File: config.mk
export PLATFORM = sky130hd
export DESIGN_NAME = sync_fifo_prog
export DESIGN_NICKNAME = d
export VERILOG_FILES = /design/src/rtl/sync_fifo_pkg.sv /design/src/rtl/sync_fifo_memory.sv /design/src/rtl/sync_fifo_prog.sv
export SDC_FILE = /design/constraint.sdc
export NUM_CORES = 2
export LEC_CHECK = 0
export CORE_ASPECT_RATIO = 1.2
export CORE_MARGIN = 4
export CORE_UTILIZATION = 40
export DETAILED_ROUTE_END_ITERATION = 6
export GPL_TIMING_DRIVEN = 0
export PLACE_DENSITY = 0.54
export REMOVE_ABC_BUFFERS = 1
export SLEW_MARGIN = 20
export SYNTH_ARGS = -nofsm -noshare
export SYNTH_HDL_FRONTEND = slang
export SYNTH_SLANG_ARGS = --single-unit
File: constraint.sdc
create_clock -name clk -period 3.8 [get_ports clk]
set_clock_uncertainty 0.15 [all_clocks]
set_input_delay 0.76 -clock clk [delete_from_list [all_inputs] [get_ports clk]]
set_output_delay 0.76 -clock clk [all_outputs]
set_load 0.005 [all_outputs]
File: src/rtl/sync_fifo_pkg.sv
// Shared sizing helpers for the programmable-threshold synchronous FIFO.
// Contents:
//   fifo_depth(ptr_size)  : number of words for a given pointer width (1 << ptr_size)
//   level_width(ptr_size) : width of pointers, fill level and threshold ports (ptr_size + 1)
package sync_fifo_pkg;

  function automatic int unsigned fifo_depth(input int unsigned ptr_size);
    return 32'd1 << ptr_size;
  endfunction

  // One extra bit beyond the RAM address so that full and empty are distinguishable.
  function automatic int unsigned level_width(input int unsigned ptr_size);
    return ptr_size + 1;
  endfunction

endpackage

File: src/rtl/sync_fifo_memory.sv
// Simple dual-port RAM backing the FIFO.
// Synchronous write; registered read. A read and a write to the same address in the same
// cycle return the old contents. Only the read register is reset; the array is not cleared.
// Ports:
//   clk      : clock, rising edge
//   reset_n  : asynchronous active-low reset (read register only)
//   wr_en    : write strobe
//   wr_addr  : write address
//   wr_data  : write data
//   rd_en    : read strobe; rd_data holds its value while low
//   rd_addr  : read address
//   rd_data  : registered read data
module sync_fifo_memory
  import sync_fifo_pkg::*;
#(
  parameter int unsigned data_size = 8,
  parameter int unsigned addr_size = 8
) (
  input  logic                 clk,
  input  logic                 reset_n,
  input  logic                 wr_en,
  input  logic [addr_size-1:0] wr_addr,
  input  logic [data_size-1:0] wr_data,
  input  logic                 rd_en,
  input  logic [addr_size-1:0] rd_addr,
  output logic [data_size-1:0] rd_data
);

  localparam int unsigned Depth = fifo_depth(addr_size);

  logic [data_size-1:0] mem [Depth];
  logic [data_size-1:0] rd_data_q;

  always_ff @(posedge clk) begin
    if (wr_en) begin
      mem[wr_addr] <= wr_data;
    end
  end

  always_ff @(posedge clk or negedge reset_n) begin
    if (!reset_n) begin
      rd_data_q <= '0;
    end else if (rd_en) begin
      rd_data_q <= mem[rd_addr];
    end
  end

  assign rd_data = rd_data_q;

endmodule

File: src/rtl/sync_fifo_prog.sv
// Single-clock FIFO with runtime-programmable almost-full / almost-empty thresholds,
// registered fill level and sticky overflow / underflow flags.
// Optional build macro SYNC_FIFO_FWFT_EN selects first-word-fall-through read mode;
// without it the FIFO has a one-cycle registered read latency.
// Ports:
//   clk, reset_n       : clock (rising edge) and asynchronous active-low reset
//   wr_valid, wr_data  : write request and data; ignored while full
//   rd_valid           : read request (standard) or pop acknowledge (FWFT)
//   af_thresh          : almost-full threshold, fifo_almost_full = level >= af_thresh
//   ae_thresh          : almost-empty threshold, fifo_almost_empty = level <= ae_thresh
//   err_clr            : clears sticky error flags (a concurrent new error wins)
//   rd_data            : read data
//   rd_data_valid      : standard: pulses with new rd_data; FWFT: !fifo_empty
//   fifo_full/empty    : status flags (registered)
//   fifo_almost_*      : threshold flags (registered)
//   fifo_level         : words stored, 0..DEPTH (registered)
//   fifo_overflow      : sticky, write attempted while full
//   fifo_underflow     : sticky, read attempted while empty
module sync_fifo_prog
  import sync_fifo_pkg::*;
#(
  parameter int unsigned fifo_data_size = 8,
  parameter int unsigned fifo_ptr_size  = 8
) (
  input  logic                      clk,
  input  logic                      reset_n,
  input  logic                      wr_valid,
  input  logic [fifo_data_size-1:0] wr_data,
  input  logic                      rd_valid,
  input  logic [fifo_ptr_size:0]    af_thresh,
  input  logic [fifo_ptr_size:0]    ae_thresh,
  input  logic                      err_clr,
  output logic [fifo_data_size-1:0] rd_data,
  output logic                      rd_data_valid,
  output logic                      fifo_full,
  output logic                      fifo_empty,
  output logic                      fifo_almost_full,
  output logic                      fifo_almost_empty,
  output logic [fifo_ptr_size:0]    fifo_level,
  output logic                      fifo_overflow,
  output logic                      fifo_underflow
);

  localparam int unsigned LvlW = level_width(fifo_ptr_size);
  localparam logic [LvlW-1:0] DepthLvl = LvlW'(fifo_depth(fifo_ptr_size));

  logic [LvlW-1:0] wr_ptr_q, wr_ptr_d;
  logic [LvlW-1:0] rd_ptr_q, rd_ptr_d;
  logic [LvlW-1:0] level_q, level_d;
  logic            full_q, empty_q, af_q, ae_q;
  logic            ovf_q, unf_q;
  logic            empty_d;
  logic            wr_accept, rd_accept;
  logic            ram_rd_en;
  logic [fifo_ptr_size-1:0] ram_rd_addr;

  // Acceptance uses the registered flags, so a same-cycle read never frees room for a write.
  always_comb begin
    wr_accept = wr_valid && !full_q;
    rd_accept = rd_valid && !empty_q;
    wr_ptr_d  = wr_ptr_q + LvlW'(wr_accept);
    rd_ptr_d  = rd_ptr_q + LvlW'(rd_accept);
    level_d   = wr_ptr_d - rd_ptr_d;
  end

`ifdef SYNC_FIFO_FWFT_EN
  logic head_written;

  // The RAM always prefetches the next head. If this cycle's write lands on that head slot,
  // the prefetch returns stale data (no bypass), so hold empty for one more cycle.
  assign head_written  = wr_accept && (wr_ptr_q == rd_ptr_d);
  assign empty_d       = (level_d == '0) || head_written;
  assign ram_rd_en     = 1'b1;
  assign ram_rd_addr   = rd_ptr_d[fifo_ptr_size-1:0];
  assign rd_data_valid = !empty_q;
`else
  logic rd_data_valid_q;

  assign empty_d       = (level_d == '0);
  assign ram_rd_en     = rd_accept;
  assign ram_rd_addr   = rd_ptr_q[fifo_ptr_size-1:0];
  assign rd_data_valid = rd_data_valid_q;

  always_ff @(posedge clk or negedge reset_n) begin
    if (!reset_n) begin
      rd_data_valid_q <= 1'b0;
    end else begin
      rd_data_valid_q <= rd_accept;
    end
  end
`endif

  always_ff @(posedge clk or negedge reset_n) begin
    if (!reset_n) begin
      wr_ptr_q <= '0;
      rd_ptr_q <= '0;
      level_q  <= '0;
      full_q   <= 1'b0;
      empty_q  <= 1'b1;
      af_q     <= 1'b0;
      ae_q     <= 1'b1;
      ovf_q    <= 1'b0;
      unf_q    <= 1'b0;
    end else begin
      wr_ptr_q <= wr_ptr_d;
      rd_ptr_q <= rd_ptr_d;
      level_q  <= level_d;
      full_q   <= (level_d == DepthLvl);
      empty_q  <= empty_d;
      af_q     <= (level_d >= af_thresh);
      ae_q     <= (level_d <= ae_thresh);
      // New error takes priority over a clear in the same cycle.
      ovf_q    <= (wr_valid && full_q) || (ovf_q && !err_clr);
      unf_q    <= (rd_valid && empty_q) || (unf_q && !err_clr);
    end
  end

  sync_fifo_memory #(
    .data_size (fifo_data_size),
    .addr_size (fifo_ptr_size)
  ) u_memory (
    .clk     (clk),
    .reset_n (reset_n),
    .wr_en   (wr_accept),
    .wr_addr (wr_ptr_q[fifo_ptr_size-1:0]),
    .wr_data (wr_data),
    .rd_en   (ram_rd_en),
    .rd_addr (ram_rd_addr),
    .rd_data (rd_data)
  );

  assign fifo_full         = full_q;
  assign fifo_empty        = empty_q;
  assign fifo_almost_full  = af_q;
  assign fifo_almost_empty = ae_q;
  assign fifo_level        = level_q;
  assign fifo_overflow     = ovf_q;
  assign fifo_underflow    = unf_q;

endmodule

==> metrics.md <==
| Metric | Value |
|---|---|
| Max-slew headroom | `a little under a quarter` |
| Die area | `roughly 210000 um^2` |
| Crit end category | `flop` |
| Clock share of power | `between 20% and 30%` |
| Cells after Synth | `approximately 3600` |
| Die H | `between 500 and 600 um` |
| P_int | `48.7 mW` |
| Power per standard cell area | `roughly 760 nW/um^2` |
| Pin count of the biggest net entering global routing | `~120` |
| Worst hold path class | `in -> async` |
| Min Clock Period, post-route | `approximately 4.0 ns` |
| Initial antenna violation count | `7` |
| Worst setup path category | `reg -> reg` |
| Row count | `about 180` |
| Final hold violation count | `0` |
| RSZ-0062 raised after global routing | `true` |
| Core Region | `between 200000 and 250000 um^2` |
| Post-synth EDFFs | `2048` |
| Gpl congestion | `around 0.75` |
| H-Tree Depth | `4` |
| Clock Latency Late Sink | `0.83 ns` |
| Sequential area share after synthesis | `roughly three quarters` |
| # clock sinks | `around 2100` |
| Setup-failing EPs final | `2` |
| Worst-margin pin slew | `1.14 ns` |
| Worst VDD drop | `0.669 mV` |
| Arrival time worst endpoint | `between 4 and 5 ns` |
| Reg power frac | `about 37%` |
| CP required | `4.41 ns` |
| Number of global-route vias before repair | `just under 40000` |
| IO Port Bufs | `54` |
| Nets | `3880` |
| Max Root-Sink Buffers | `3` |
| Top FF cell, synth | `edfxtp_1` |
| Failing checks | `setup timing` |
| Global-route wire length before repair | `297000 um` |
| Final worst setup slack | `-0.175 ns` |
| CTS tree | `built` |
| Fin crit share | `105%` |
| Post-Syn Area | `just over 80000 um^2` |
| GRT Total Usage | `about a fifth` |
| Async SR Flop Fraction | `about 2.0%` |
| Flops & latches, synth | `~2100` |
| Leakage Power | `approximately 30 nW` |
| Initial Utilization | `roughly 40%` |
| Status | `finished with violations` |
| # IOs | `55` |
| Hpwl dp | `between 100000 and 150000 um` |
| Via density | `about 5.7` |
| CP Launch Type | `flop` |
| WHS | `0.114 ns` |
| GR Overflow Total | `0` |
| Comb pwr share | `a little over a third` |
| Fmax | `0.252 GHz` |
| Total CTS buffers | `around 200` |
| Routed Antenna Nets | `0` |
| Fillers | `between 15000 and 20000` |
| Max-slew violations | `0` |
| Drt first pass iters | `5` |
| Clk Tree Root Cell | `clkbuf_16` |
| WL/cell | `approximately 32 um` |
| Vias | `37700` |
| Layout cells sized above 1 | `between 30% and 40%` |
| Distinct cell type count after synthesis | `53` |
| Drt total wl | `approximately 210000 um` |
| Synth warn | `0` |
| DR iter-0 viols | `~3400` |
| Clock slew at reported path FFs | `about 0.06 ns` |
| Syn_area_per_cell | `between 20 and 25 um^2` |
| Max-Cap Viols | `0` |
| Die Width | `420 um` |
| Sw Pwr | `around 23 mW` |
| DRC Markers | `0` |
| Worst-path fanout max | `4` |
| Design Power | `roughly 72 mW` |
| Sw Ratio | `32.1%` |
| Syn-to-layout area delta | `16.5%` |
-- placed cells by master, fill, tap and decap left out, drive strengths merged, types with 7 or more instances in the layout --
cell / n
edfxtp: 2048
mux4: 623
nor2: 296
clkbuf: 255
buf: 170
clkinv: 80
clkdlybuf4s50: 45
a21oi: 42
dfrtp: 40
mux2i: 38
inv: 38
a22oi: 36
nand2: 34
nand3: 30
ha: 25
o22ai: 23
bufbuf: 18
bufinv: 13
nand4: 12
nor2b: 12
a211oi: 10
xnor2: 10
o21ai: 10
xor2: 9
o221ai: 8
clkinvlp: 7
-- sequential cells by signal, summed over array words and instances (netlist names) --
register,count
fifo_almost_empty,1
fifo_almost_full,1
fifo_empty,1
fifo_full,1
fifo_level,9
fifo_overflow,1
fifo_underflow,1
rd_data_valid,1
rd_ptr_q,9
u_memory.mem,2048
u_memory.rd_data,8
wr_ptr_q,9
-- cell type report --
| type | instances | area (um^2) | area share, % |
|---|---|---|---|
| Clock inverter | 108 | 917 | 0.967 |
| Antenna cell | 3 | 7.51 | 0.00792 |
| Timing Repair Buffer | 236 | 3910 | 4.13 |
| Sequential cell | 2090 | 62600 | 66.0 |
| Clock buffer | 253 | 5300 | 5.59 |
| Tap cell | 2653 | 3320 | 3.50 |
| Inverter | 30 | 116 | 0.123 |
| Multi-Input combinational cell | 1271 | 18700 | 19.7 |
-- synth_stat cells (16+ instances only) --
cell / instances / area, um^2
a22oi_1: 36 / 270
edfxtp_1: 2048 / 61500
nor2_1: 296 / 1110
mux2i_1: 38 / 380
ha_1: 25 / 313
nand2_1: 34 / 128
buf_2: 66 / 330
a21oi_1: 42 / 210
buf_6: 20 / 225
o22ai_1: 23 / 144
dfrtp_1: 40 / 1000
clkbuf_1: 91 / 342
buf_4: 16 / 120
nand3_1: 30 / 150
mux4_2: 623 / 14000
buf_1: 18 / 67.6
inv_1: 29 / 109
-- per-layer routing --
layer	wire length, um	vias up	GRT usage [%]
li1	-	15700	-
met1	84700	20600	26.5
met2	109000	1115	34.1
met3	9880	287	2.83
met4	6790	0	6.47
met5	0	-	0
-- logic make-up after synthesis --
| family | share of synthesized area [%] |
|---|---|
| flops | 76.8 |
| mux | 17.7 |
| fa+ha+maj | 0.409 |
| buf+inv | 1.47 |
| simple gates | 2.09 |
| compound gates | 1.25 |
| xor+xnor | 0.243 |
-- worst max-delay path: stages (launching register included) --
cell,delay (ns)
dfstp_2,0.53
nand2b_4,0.13
clkinvlp_4,0.09
buf_12,0.15
ha_4,0.18
xnor2_4,0.19
inv_2,0.08
xnor2_2,0.15
ha_2,0.18
a21o_4,0.18
o211ai_1,0.11
nand2_2,0.12
buf_6,0.14
o41ai_4,0.35
nor2_4,0.13
ha_4,0.30
nand4_1,0.10
o22ai_1,0.15
a21oi_1,0.06
maj3_2,0.31
a22oi_2,0.11
-- power groups by stage --
stage	registers, mW	clock network (mW)	logic, mW
final	26.2	19.3	26.2
after global routing	26.2	20.5	27.2
after CTS	26.2	19.6	25.9
after detailed placement	26.9	0	22.0
after global placement	27.9	0	10.8
after floorplan	27.3	0	8.15
-- repair_timing --
action | 4_1_cts | 5_1_grt
resized for setup | 149 | 30
cloned | 21 | 2
endpoints found under the setup margin | 452 | 384
endpoints found under the hold margin | 40 | 0
hold buffers | 1 | 0
pin swaps | 38 | 26
buffers inserted | 63 | 23
-- final timing paths --
| path | startpoint | end | slack (ns) | cells after the start |
|---|---|---|---|---|
| min in group clk | wr_data[3] | u_memory.mem[149][3] | 0.13 | 1 |
| hold reg to reg | wr_ptr_q[8] | wr_ptr_q[8] | 0.34 | 1 |
| setup reg to reg | fifo_empty | fifo_almost_empty | -0.17 | 20 |
| max in group asynchronous | reset_n | fifo_empty | 2.81 | 3 |
| setup / recovery | fifo_empty | fifo_almost_empty | -0.17 | 20 |
| hold / removal | reset_n | fifo_level[3] | 0.11 | 2 |
-- per-stage QoR --
stage	setup WS [ns]	util (%)	TNS [ns]	instance area, um^2	cells
after global placement	-32.21	41.6	-	84200	6098
final	-0.175	46.8	-0.349	94800	6644
after global routing	-0.375	46.8	-0.658	94800	6642
after CTS	-0.186	46.7	-10.32	94500	6623
after detailed placement	-2.47	42.6	-81.38	86300	6177
after floorplan	-19.57	-	-536.55	80300	3391
Power figures use the tool's default switching activity.
